**src/rtl/rv32i_pkg.sv**
```systemverilog
// Shared RV32I memory-stage definitions: opcodes, funct3 widths, error codes
// and the memory-stage FSM encoding.
package rv32i_pkg;

    localparam logic [6:0] OPC_LOAD  = 7'b0000011;
    localparam logic [6:0] OPC_STORE = 7'b0100011;

    localparam logic [2:0] F3_B  = 3'b000;
    localparam logic [2:0] F3_H  = 3'b001;
    localparam logic [2:0] F3_W  = 3'b010;
    localparam logic [2:0] F3_BU = 3'b100;
    localparam logic [2:0] F3_HU = 3'b101;

    localparam logic [1:0] ERR_NONE     = 2'b00;
    localparam logic [1:0] ERR_MISALIGN = 2'b01;
    localparam logic [1:0] ERR_TIMEOUT  = 2'b10;

    typedef enum logic [1:0] {
        ST_IDLE = 2'b00,
        ST_REQ  = 2'b01,
        ST_RESP = 2'b10,
        ST_DONE = 2'b11
    } state_e;

endpackage

```
**src/rtl/load_store_align.sv**
```systemverilog
// Combinational lane handling: load/store decode, store byte-lane replication and
// strobes, load byte/half extraction with sign/zero extension, misalignment check.
module load_store_align
    import rv32i_pkg::*;
(
    input  logic [6:0]  opcode,
    input  logic [2:0]  funct3,
    input  logic [1:0]  addr_lo,
    input  logic [31:0] store_data,
    input  logic [31:0] rdata,
    output logic        is_load,
    output logic        is_store,
    output logic        misaligned,
    output logic [31:0] wdata,
    output logic [3:0]  wstrb,
    output logic [31:0] load_data
);

    logic [7:0]  byte_s;
    logic [15:0] half_s;

    // Pick the addressed byte and half out of the returned word.
    always_comb begin
        case (addr_lo)
            2'b00:   byte_s = rdata[7:0];
            2'b01:   byte_s = rdata[15:8];
            2'b10:   byte_s = rdata[23:16];
            2'b11:   byte_s = rdata[31:24];
            default: byte_s = 8'h00;
        endcase
        if (addr_lo[1]) begin
            half_s = rdata[31:16];
        end else begin
            half_s = rdata[15:0];
        end
    end

    // Decode access width; undefined funct3 leaves the instruction as a pass-through.
    always_comb begin
        is_load    = 1'b0;
        is_store   = 1'b0;
        misaligned = 1'b0;
        wdata      = 32'h0000_0000;
        wstrb      = 4'b0000;
        load_data  = 32'h0000_0000;
        if (opcode == OPC_LOAD) begin
            case (funct3)
                F3_B: begin
                    is_load   = 1'b1;
                    load_data = {{24{byte_s[7]}}, byte_s};
                end
                F3_BU: begin
                    is_load   = 1'b1;
                    load_data = {24'h000000, byte_s};
                end
                F3_H: begin
                    is_load    = 1'b1;
                    misaligned = addr_lo[0];
                    load_data  = {{16{half_s[15]}}, half_s};
                end
                F3_HU: begin
                    is_load    = 1'b1;
                    misaligned = addr_lo[0];
                    load_data  = {16'h0000, half_s};
                end
                F3_W: begin
                    is_load    = 1'b1;
                    misaligned = (addr_lo != 2'b00);
                    load_data  = rdata;
                end
                default: begin
                    is_load = 1'b0;
                end
            endcase
        end else if (opcode == OPC_STORE) begin
            case (funct3)
                F3_B: begin
                    is_store = 1'b1;
                    wdata    = {4{store_data[7:0]}};
                    wstrb    = 4'b0001 << addr_lo;
                end
                F3_H: begin
                    is_store   = 1'b1;
                    misaligned = addr_lo[0];
                    wdata      = {2{store_data[15:0]}};
                    if (addr_lo[1]) begin
                        wstrb = 4'b1100;
                    end else begin
                        wstrb = 4'b0011;
                    end
                end
                F3_W: begin
                    is_store   = 1'b1;
                    misaligned = (addr_lo != 2'b00);
                    wdata      = store_data;
                    wstrb      = 4'b1111;
                end
                default: begin
                    is_store = 1'b0;
                end
            endcase
        end else begin
            is_load = 1'b0;
        end
    end

endmodule

```
**src/rtl/memory_access.sv**
```systemverilog
// RV32I memory stage: captures the EX_MEM bundle, runs the data-memory handshake
// with a bus-timeout guard, and registers the MEM_WB results.
module memory_access
    import rv32i_pkg::*;
#(
    parameter int unsigned MAX_WAIT = 16
) (
    input  logic        clk,
    input  logic        rst_n,
    input  logic        in_valid,
    output logic        in_ready,
    input  logic [31:0] EX_MEM_ALU_OUT,
    input  logic [31:0] EX_MEM_B,
    input  logic [31:0] EX_MEM_IR,
    input  logic [31:0] EX_MEM_PC,
    output logic        mem_req,
    output logic        mem_we,
    output logic [31:0] mem_addr,
    output logic [31:0] mem_wdata,
    output logic [3:0]  mem_wstrb,
    input  logic        mem_gnt,
    input  logic        mem_rvalid,
    input  logic [31:0] mem_rdata,
    output logic        out_valid,
    output logic [31:0] MEM_WB_LMD,
    output logic [31:0] MEM_WB_ALU_OUT,
    output logic [31:0] MEM_WB_IR,
    output logic [31:0] MEM_WB_PC,
    output logic [1:0]  mem_err
);

    localparam logic [7:0] LAST_WAIT = 8'(MAX_WAIT - 1);

    state_e      state_q, state_d;
    logic [7:0]  cnt_q, cnt_d;
    logic [31:0] ir_q, ir_d, alu_q, alu_d, b_q, b_d, pc_q, pc_d;
    logic        we_q, we_d;
    logic [31:0] wdata_q, wdata_d;
    logic [3:0]  wstrb_q, wstrb_d;
    logic [31:0] wb_lmd_q, wb_lmd_d, wb_alu_q, wb_alu_d, wb_ir_q, wb_ir_d, wb_pc_q, wb_pc_d;
    logic [1:0]  err_q, err_d;

    logic [31:0] sel_ir_s, sel_alu_s, sel_b_s, sel_pc_s;
    logic        accept_s, timeout_s;
    logic        is_load_s, is_store_s, misaligned_s;
    logic [31:0] wdata_s, load_data_s;
    logic [3:0]  wstrb_s;

    // In IDLE the aligner looks at the incoming bundle, afterwards at the captured one.
    always_comb begin
        if (state_q == ST_IDLE) begin
            sel_ir_s  = EX_MEM_IR;
            sel_alu_s = EX_MEM_ALU_OUT;
            sel_b_s   = EX_MEM_B;
            sel_pc_s  = EX_MEM_PC;
        end else begin
            sel_ir_s  = ir_q;
            sel_alu_s = alu_q;
            sel_b_s   = b_q;
            sel_pc_s  = pc_q;
        end
        accept_s  = (state_q == ST_IDLE) && in_valid;
        timeout_s = (cnt_q == LAST_WAIT) &&
                    (((state_q == ST_REQ) && !mem_gnt) || ((state_q == ST_RESP) && !mem_rvalid));
    end

    load_store_align u_align (
        .opcode     (sel_ir_s[6:0]),
        .funct3     (sel_ir_s[14:12]),
        .addr_lo    (sel_alu_s[1:0]),
        .store_data (sel_b_s),
        .rdata      (mem_rdata),
        .is_load    (is_load_s),
        .is_store   (is_store_s),
        .misaligned (misaligned_s),
        .wdata      (wdata_s),
        .wstrb      (wstrb_s),
        .load_data  (load_data_s)
    );

    // FSM next state; a handshake in the final wait cycle beats the timeout.
    always_comb begin
        state_d = state_q;
        case (state_q)
            ST_IDLE: begin
                if (in_valid && (is_load_s || is_store_s) && !misaligned_s) begin
                    state_d = ST_REQ;
                end else if (in_valid) begin
                    state_d = ST_DONE;
                end else begin
                    state_d = ST_IDLE;
                end
            end
            ST_REQ: begin
                if (mem_gnt) begin
                    state_d = we_q ? ST_DONE : ST_RESP;
                end else if (timeout_s) begin
                    state_d = ST_DONE;
                end else begin
                    state_d = ST_REQ;
                end
            end
            ST_RESP: begin
                if (mem_rvalid || timeout_s) begin
                    state_d = ST_DONE;
                end else begin
                    state_d = ST_RESP;
                end
            end
            ST_DONE: state_d = ST_IDLE;
            default: state_d = ST_IDLE;
        endcase
    end

    // Capture, wait counter, error code and write-back result computation.
    always_comb begin
        ir_d     = ir_q;
        alu_d    = alu_q;
        b_d      = b_q;
        pc_d     = pc_q;
        we_d     = we_q;
        wdata_d  = wdata_q;
        wstrb_d  = wstrb_q;
        err_d    = err_q;
        wb_lmd_d = wb_lmd_q;
        wb_alu_d = wb_alu_q;
        wb_ir_d  = wb_ir_q;
        wb_pc_d  = wb_pc_q;
        if (((state_q == ST_REQ) || (state_q == ST_RESP)) && (state_d == state_q)) begin
            cnt_d = cnt_q + 8'd1;
        end else begin
            cnt_d = 8'd0;
        end
        if (accept_s) begin
            ir_d  = EX_MEM_IR;
            alu_d = EX_MEM_ALU_OUT;
            b_d   = EX_MEM_B;
            pc_d  = EX_MEM_PC;
            we_d  = is_store_s && !misaligned_s;
            if (misaligned_s) begin
                wdata_d = 32'h0000_0000;
                wstrb_d = 4'b0000;
                err_d   = ERR_MISALIGN;
            end else begin
                wdata_d = wdata_s;
                wstrb_d = wstrb_s;
                err_d   = ERR_NONE;
            end
        end else if (timeout_s) begin
            err_d = ERR_TIMEOUT;
        end else begin
            err_d = err_q;
        end
        if ((state_d == ST_DONE) && (state_q != ST_DONE)) begin
            wb_alu_d = sel_alu_s;
            wb_ir_d  = sel_ir_s;
            wb_pc_d  = sel_pc_s;
            if ((state_q == ST_RESP) && mem_rvalid) begin
                wb_lmd_d = load_data_s;
            end else begin
                wb_lmd_d = 32'h0000_0000;
            end
        end else begin
            wb_lmd_d = wb_lmd_q;
        end
    end

    // State and datapath registers.
    always_ff @(posedge clk or negedge rst_n) begin
        if (!rst_n) begin
            state_q  <= ST_IDLE;
            cnt_q    <= 8'd0;
            ir_q     <= 32'h0000_0000;
            alu_q    <= 32'h0000_0000;
            b_q      <= 32'h0000_0000;
            pc_q     <= 32'h0000_0000;
            we_q     <= 1'b0;
            wdata_q  <= 32'h0000_0000;
            wstrb_q  <= 4'b0000;
            err_q    <= ERR_NONE;
            wb_lmd_q <= 32'h0000_0000;
            wb_alu_q <= 32'h0000_0000;
            wb_ir_q  <= 32'h0000_0000;
            wb_pc_q  <= 32'h0000_0000;
        end else begin
            state_q  <= state_d;
            cnt_q    <= cnt_d;
            ir_q     <= ir_d;
            alu_q    <= alu_d;
            b_q      <= b_d;
            pc_q     <= pc_d;
            we_q     <= we_d;
            wdata_q  <= wdata_d;
            wstrb_q  <= wstrb_d;
            err_q    <= err_d;
            wb_lmd_q <= wb_lmd_d;
            wb_alu_q <= wb_alu_d;
            wb_ir_q  <= wb_ir_d;
            wb_pc_q  <= wb_pc_d;
        end
    end

    // Outputs decoded from registered state only.
    always_comb begin
        in_ready       = (state_q == ST_IDLE);
        mem_req        = (state_q == ST_REQ);
        out_valid      = (state_q == ST_DONE);
        mem_we         = we_q;
        mem_addr       = {alu_q[31:2], 2'b00};
        mem_wdata      = wdata_q;
        mem_wstrb      = wstrb_q;
        MEM_WB_LMD     = wb_lmd_q;
        MEM_WB_ALU_OUT = wb_alu_q;
        MEM_WB_IR      = wb_ir_q;
        MEM_WB_PC      = wb_pc_q;
        mem_err        = err_q;
    end

endmodule
```
**config.mk**
```make
export PLATFORM = sky130hd
export DESIGN_NAME = memory_access
export DESIGN_NICKNAME = d
export VERILOG_FILES = /design/src/rtl/rv32i_pkg.sv /design/src/rtl/load_store_align.sv /design/src/rtl/memory_access.sv
export SDC_FILE = /design/constraint.sdc
export NUM_CORES = 1
export LEC_CHECK = 0
export ABC_AREA = 1
export CORE_UTILIZATION = 50
export DETAILED_ROUTE_END_ITERATION = 10
export PLACE_DENSITY = 0.8
export SLEW_MARGIN = 20
export SYNTH_ARGS = -nofsm -noshare
export SYNTH_HDL_FRONTEND = slang
export SYNTH_SLANG_ARGS = --single-unit
```
**constraint.sdc**
```tcl
create_clock -name clk -period 2.82 [get_ports clk]
set_input_delay 0.846 -clock clk [delete_from_list [all_inputs] [get_ports clk]]
set_output_delay 0.846 -clock clk [all_outputs]
set_load 0.01 [all_outputs]
```
== Word level (Yosys, flattened, before mapping) ==
Index checks and enable logic that the tools add are counted.
W data, S select, Z words.

* Muxes and demuxes: 38
* Add/sub/neg operators: 1
* Equal/unequal tests: 16
* Shift operators: 1
* Reduce and logical (&&, ||, !) cells: 25

{| class="wikitable"
|+ Operator list
! operator !! number
|-
| $mux W32 || 9
|-
| $pmux W32 S5 || 1
|-
| $pmux W32 S3 || 1
|-
| $pmux W8 S4 || 1
|-
| $mux W16 || 1
|-
| $mux W4 || 4
|-
| $mux W2 || 6
|-
| $pmux W4 S3 || 1
|-
| $eq A2 B2 Y1 const B || 5
|-
| $logic_and A1 B1 Y1 || 10
|-
| $mux W1 || 10
|-
| $add A8 B1 Y8 const B || 1
|-
| $eq A8 B4 Y1 const B || 1
|-
| $mux W8 || 1
|-
| $pmux W2 S4 || 1
|-
| $eq A7 B2 Y1 const B || 1
|-
| $eq A7 B6 Y1 const B || 1
|-
| $eq A3 B3 Y1 const B || 2
|-
| $reduce_or A5 Y1 || 1
|-
| $eq A2 B1 Y1 const B || 2
|-
| $logic_not A2 Y1 || 2
|-
| $logic_or A1 B1 Y1 || 4
|-
| $pmux W1 S2 || 2
|-
| $reduce_bool A2 Y1 || 2
|-
| 9 further kinds || 11
|}

* Bits in registers: 305
* Input port bits: 165
* Output and inout port bits: 202
* Word-level logic and storage cells: 95

== Depth between registers and ports, before layout ==
* Word-level depth: 15
* Mapped depth: 19
* Mapped depth without buffers: 17

== By module ==
Synthesis repeated with hierarchy kept, for this count alone.

* Cells, all modules: 1902
* Area, all modules: 15112.0 um^2

{| class="wikitable"
|+ Modules (own cells, without submodules)
! module !! cells each !! area an instance (um^2) !! seq. area each (um^2) !! times used
|-
| memory_access || 1506 || 13266.5 || 7632.3 || 1
|-
| load_store_align || 396 || 1845.5 || 0.0 || 1
|}

== Least setup slack after synthesis ==
No wires, ideal clock.

* Path type: register -> register
* From: reg state_q[0]
* To: reg wb_alu_q[1] (netlist: MEM_WB_ALU_OUT[1])
* Library setup time: 131 ps
* Clock period less this slack: 2427 ps
* Path slack: 393 ps
* Arrival: 2297 ps
* Buffers on the path: 5
* Data required time: 2689 ps
* Cell stages (with the launch flop): 20
* Cell sequence: dfrtp_1 -> inv_1 -> ha_1 -> buf_4 -> buf_6 -> nand2_2 -> nand2_2 -> nor2_2 -> nand3_1 -> nand2_1 -> nand2_4 -> nand2_8 -> nand3_4 -> nand2_2 -> nand2_2 -> buf_6 -> buf_6 -> buf_6 -> nand2_1 -> o21ai_1

* Longest elaborated chain between the ends: 14

{| class="wikitable"
|+ Ends and longest elaborated chain
! element !! line !! text
|-
| from (decl) || memory_access.sv:34 || <nowiki>state_e state_q, state_d;</nowiki>
|-
| from (signal assigned) || memory_access.sv:186 || <nowiki>state_q <= state_d;</nowiki>
|-
| $logic_not A2 Y1 * || -- ||
|-
| named net in_ready || memory_access.sv:11 || <nowiki>output logic in_ready,</nowiki>
|-
| $mux W32 || memory_access.sv:51 || <nowiki>if (state_q == ST_IDLE) begin</nowiki>
|-
| $eq A3 B2 Y1, or another cell as far along || load_store_align.sv:47, load_store_align.sv:76 ||
|-
| $reduce_or A3 Y1 (no source line) || -- ||
|-
| $mux W1 || load_store_align.sv:76 || <nowiki>case (funct3)</nowiki>
|-
| $mux W1 || load_store_align.sv:75 || <nowiki>end else if (opcode == OPC_STORE) begin</nowiki>
|-
| $mux W1 || load_store_align.sv:46 || <nowiki>if (opcode == OPC_LOAD) begin</nowiki>
|-
| $logic_or A1 B1 Y1 || memory_access.sv:86 || <nowiki>if (in_valid && (is_load_s || is_store_s) && !misaligned_s) begin</nowiki>
|-
| $logic_and A1 B1 Y1 (2 in series) || memory_access.sv:86 ||
|-
| $mux W2 || memory_access.sv:86 ||
|-
| $pmux W2 S4 * || memory_access.sv:84 || <nowiki>case (state_q)</nowiki>
|-
| named net state_d[1] || memory_access.sv:34 ||
|-
| $eq A2 B2 Y1 * || memory_access.sv:154 || <nowiki>if ((state_d == ST_DONE) && (state_q != ST_DONE)) begin</nowiki>
|-
| $logic_and A1 B1 Y1 * || memory_access.sv:154 ||
|-
| to (signal assigned) || memory_access.sv:197 || <nowiki>wb_alu_q <= wb_alu_d;</nowiki>
|-
| to (decl) || memory_access.sv:40 || <nowiki>logic [31:0] wb_lmd_q, wb_lmd_d, wb_alu_q, wb_alu_d, wb_ir_q, wb_ir_d, wb_pc_q, wb_pc_d;</nowiki>
|}

Mark *: on every way through the listed nets, which the timed path passes. The rest lies on a longest branch.
A chain may end at the register's enable or synchronous reset.

== Final worst setup path ==
* From: reg state_q[1]
* To: out mem_req

* Longest elaborated chain between the ends: 1

{| class="wikitable"
|+ Ends and longest elaborated chain
! element !! line !! text
|-
| $eq A2 B1 Y1 || memory_access.sv:206 || <nowiki>mem_req = (state_q == ST_REQ);</nowiki>
|-
| to (decl) || memory_access.sv:16 || <nowiki>output logic mem_req,</nowiki>
|}

No other way between the ends.

==> metrics.yaml <==
status:
  status: "completed"
placed_design:
  post-dp-hpwl_um: 28700
  routabilityCongestion: 0.913
  portBuffers: 364
  place_ws_ps: -170
sta:
  tightest_slew_ps: 662
  clock_skew_ps: 25.4
  relSlewSlack_pct: 55.9
  fmax_ghz: 0.367
  post-route-period-util_pct: 96.5
  rsz0062_at_grt: "no"
  drv_slew: 0
  fin_crit_ps: 2720
  fin_hold_ws_ps: 265
  fin_ws_ps: 97.4
  setup_viol: 0
  hold_viol: 0
clocking:
  tritoncts: "yes"
  cts_max_path_buffers: 3
  clk_pin_slew_ps: 60
  cts_root_buffer: "clkbuf_16"
  numCtsBuffers: 34
  cts.sinks: 305
  clk_latency_ps: 510
  htreeDepth: 2
routing:
  num_vias: 13100
  drc: 0
  first_pass_iters: 5
  totalWireLength_um: 41500
  vias_per_cell: 5.26
  initialDrtViolationCount: 1331
  ant_nets: 0
  post_drt_wl_per_cell_um: 16.6
power:
  leakage_nw: 9.36
  p_per_area_mw_per_mm2: 1070
  irDropWorstVdd_v: 0.000525
  total_power_mw: 21.2
critical_path:
  crit_required_ps: 1970
  start_kind: "flop"
  cp_max_fo: 4
  crit_type: "reg -> out"
  crit_arrival_ps: 1880
  critPathCaptureType: "primary output"
floorplanning:
  dieArea_mm2: 0.0293
  die-height_um: 171
  ios: 367
  initial_utilization_pct: 51.2
  die_x_um: 171
  core_mm2: 0.0279
  num_rows: 61
yosys:
  synthMuxAreaShare_pct: 2.45
  synth_compound_area_share_pct: 14.6
  syn_area_per_cell_um2: 8.19
  synth-simple-area-share_pct: 20.7
  synth_most_common_cell: "nand2_1"
  synthTopCellsByCount: "654 x nand2_1, 305 x dfrtp_1, 257 x o21ai_0, 116 x inv_1, 70 x o21ai_1"
  synth_adder_area_share_pct: 0.437
  synth_edf_count: 0
  async_flop_share_pct: 100
  synthXorXnorAreaFrac_pct: 0.245
  synth_area_leaders: "dfrtp_1 53%, nand2_1 17%, o21ai_0 9.0%, inv_1 3.0%, mux2i_1 2.4%"
  synth_area_leader_cell: "dfrtp_1"
  ys_types: 39
  synth_top_area_share_pct: 53.3
  synthCells: 1747
  syn_area_mm2: 0.0143
  synth.ff_latch_count: 305
  synthFlopType: "dfrtp_1"
  synth_top_family_by_area: "simple AND/OR/NAND/NOR gates"
  yosysWarnings: 0
  yosysSeqAreaShare_pct: 53.3
grt:
  grt_first_pass_wirelength_um: 64700
  grt_pass1_vias: 12600
  grt_start_max_net_pins: 165
  overflow: 0
  antenna_found_initial: 4
  grt.total_usage_pct: 28.0
worst_hold_path:
  holdCritPathClass: "in -> async"
final_layout:
  syn_to_final_growth_pct: 38.1
  fillers: 2142
  nets: 2259
  drive_above_1_share_pct: 7.67
run:
  drv_cap: 0
==> worst paths after layout <==
| path | from | endpoint | slack, ps | depth (start not counted) |
|---|---|---|---|---|
| max | state_q[1] | mem_req | 100 | 3 |
| min | rst_n | ir_q[22] | 270 | 1 |
| max reg2reg | state_q[0] | MEM_WB_ALU_OUT[19] | 130 | 19 |
| min reg2reg | cnt_q[0] | cnt_q[0] | 470 | 1 |
| max in group asynchronous | rst_n | MEM_WB_ALU_OUT[28] | 1850 | 2 |
| min in group clk | cnt_q[0] | cnt_q[0] | 470 | 1 |
==> where the power goes <==
part	leakage (nW)	internal, mW	switching (mW)	total [mW]
combinational	4.88	4.25	5.62	9.86
sequential	3.93	5.92	0.874	6.79
clock	0.560	2.80	1.76	4.57
total	9.36	13.0	8.25	21.2
==> stage by stage <==
stage | util, % | cell area (um^2) | cells | setup TNS (ps)
after floorplan | - | 14300 | 1748 | 0
after global placement | 66.0 | 18400 | 2423 | -7120
after detailed placement | 66.0 | 18400 | 2423 | -15420
after CTS | 70.2 | 19600 | 2485 | 0
after global routing | 70.7 | 19800 | 2494 | 0
final | 70.8 | 19800 | 2497 | 0
==> routing by layer <==
layer | part of all wire, % | vias to the layer above | wire length (um) | GRT usage, %
met2 | 46 | 620 | 19300 | 45.0
met3 | 9.3 | 117 | 3860 | 7.34
li1 | - | 6265 | - | -
met1 | 40 | 6125 | 16400 | 35.2
met5 | 0 | - | 0 | 0
met4 | 4.7 | 0 | 1950 | 13.5
==> kinds of logic after synthesis <==
group	after synthesis
buffers and inverters	255
adder cells (fa/ha/maj)	5
other	1
XOR/XNOR	4
multiplexers	35
flip-flops	305
AO/OA/AOI/OAI	401
AND/OR/NAND/NOR	741
==> cell type report <==
class / count / area, um^2 / area share (%)
tap: 378 / 473 / 2.39
timing repair buffer: 440 / 4480 / 22.7
antenna: 6 / 15.0 / 0.0760
inverter: 120 / 455 / 2.30
clock inverter: 14 / 209 / 1.06
clock buffer: 46 / 937 / 4.74
multi-input combinational: 1188 / 5560 / 28.2
sequential: 305 / 7630 / 38.6
==> sequential cells by signal (all words and copies together) (netlist names) <==
name and cells:
pc_q 32, b_q 32, mem_wdata 32, MEM_WB_ALU_OUT 32
MEM_WB_IR 32, mem_err 2, alu_q 32, mem_wstrb 4
MEM_WB_LMD 32, ir_q 32, cnt_q 8, mem_we 1
state_q 2, MEM_WB_PC 32
==> timing repair <==
item,in CTS,in global routing
setup buffers,2,6
gates cloned,0,0
hold buffers,0,0
endpoints found under the hold margin,0,0
endpoints found under the setup margin,1,134
pin swaps,1,1
resized for setup,3,16
==> layout by cell type (no fill, tap or decap), types with 6 or more instances in the layout <==
cell | Yosys | routed
nand3_1 | 22 | 22
inv_1 | 116 | 115
clkbuf_1 | 69 | 9
o21ai_1 | 70 | 72
buf_4 | 35 | 55
a21oi_1 | 42 | 42
o21ai_0 | 257 | 255
nor2_1 | 30 | 28
mux2i_1 | 35 | 35
buf_12 | 0 | 15
nand2_1 | 654 | 650
nand2_2 | 7 | 8
o31ai_1 | 8 | 8
o211ai_1 | 7 | 7
clkbuf_16 | 0 | 35
nand4_1 | 9 | 9
diode_2 | 0 | 6
dfrtp_1 | 305 | 304
clkdlybuf4s50_1 | 0 | 362
a211oi_1 | 7 | 7
a22oi_1 | 6 | 6
==> worst max-delay path, cell delays in order (launching register included) <==
cell             delay, ps
dfrtp_1                400
inv_1                  150
ha_1                   250
clkdlybuf4s50_1        580
Note: power is estimated with default switching activity, not from simulation.
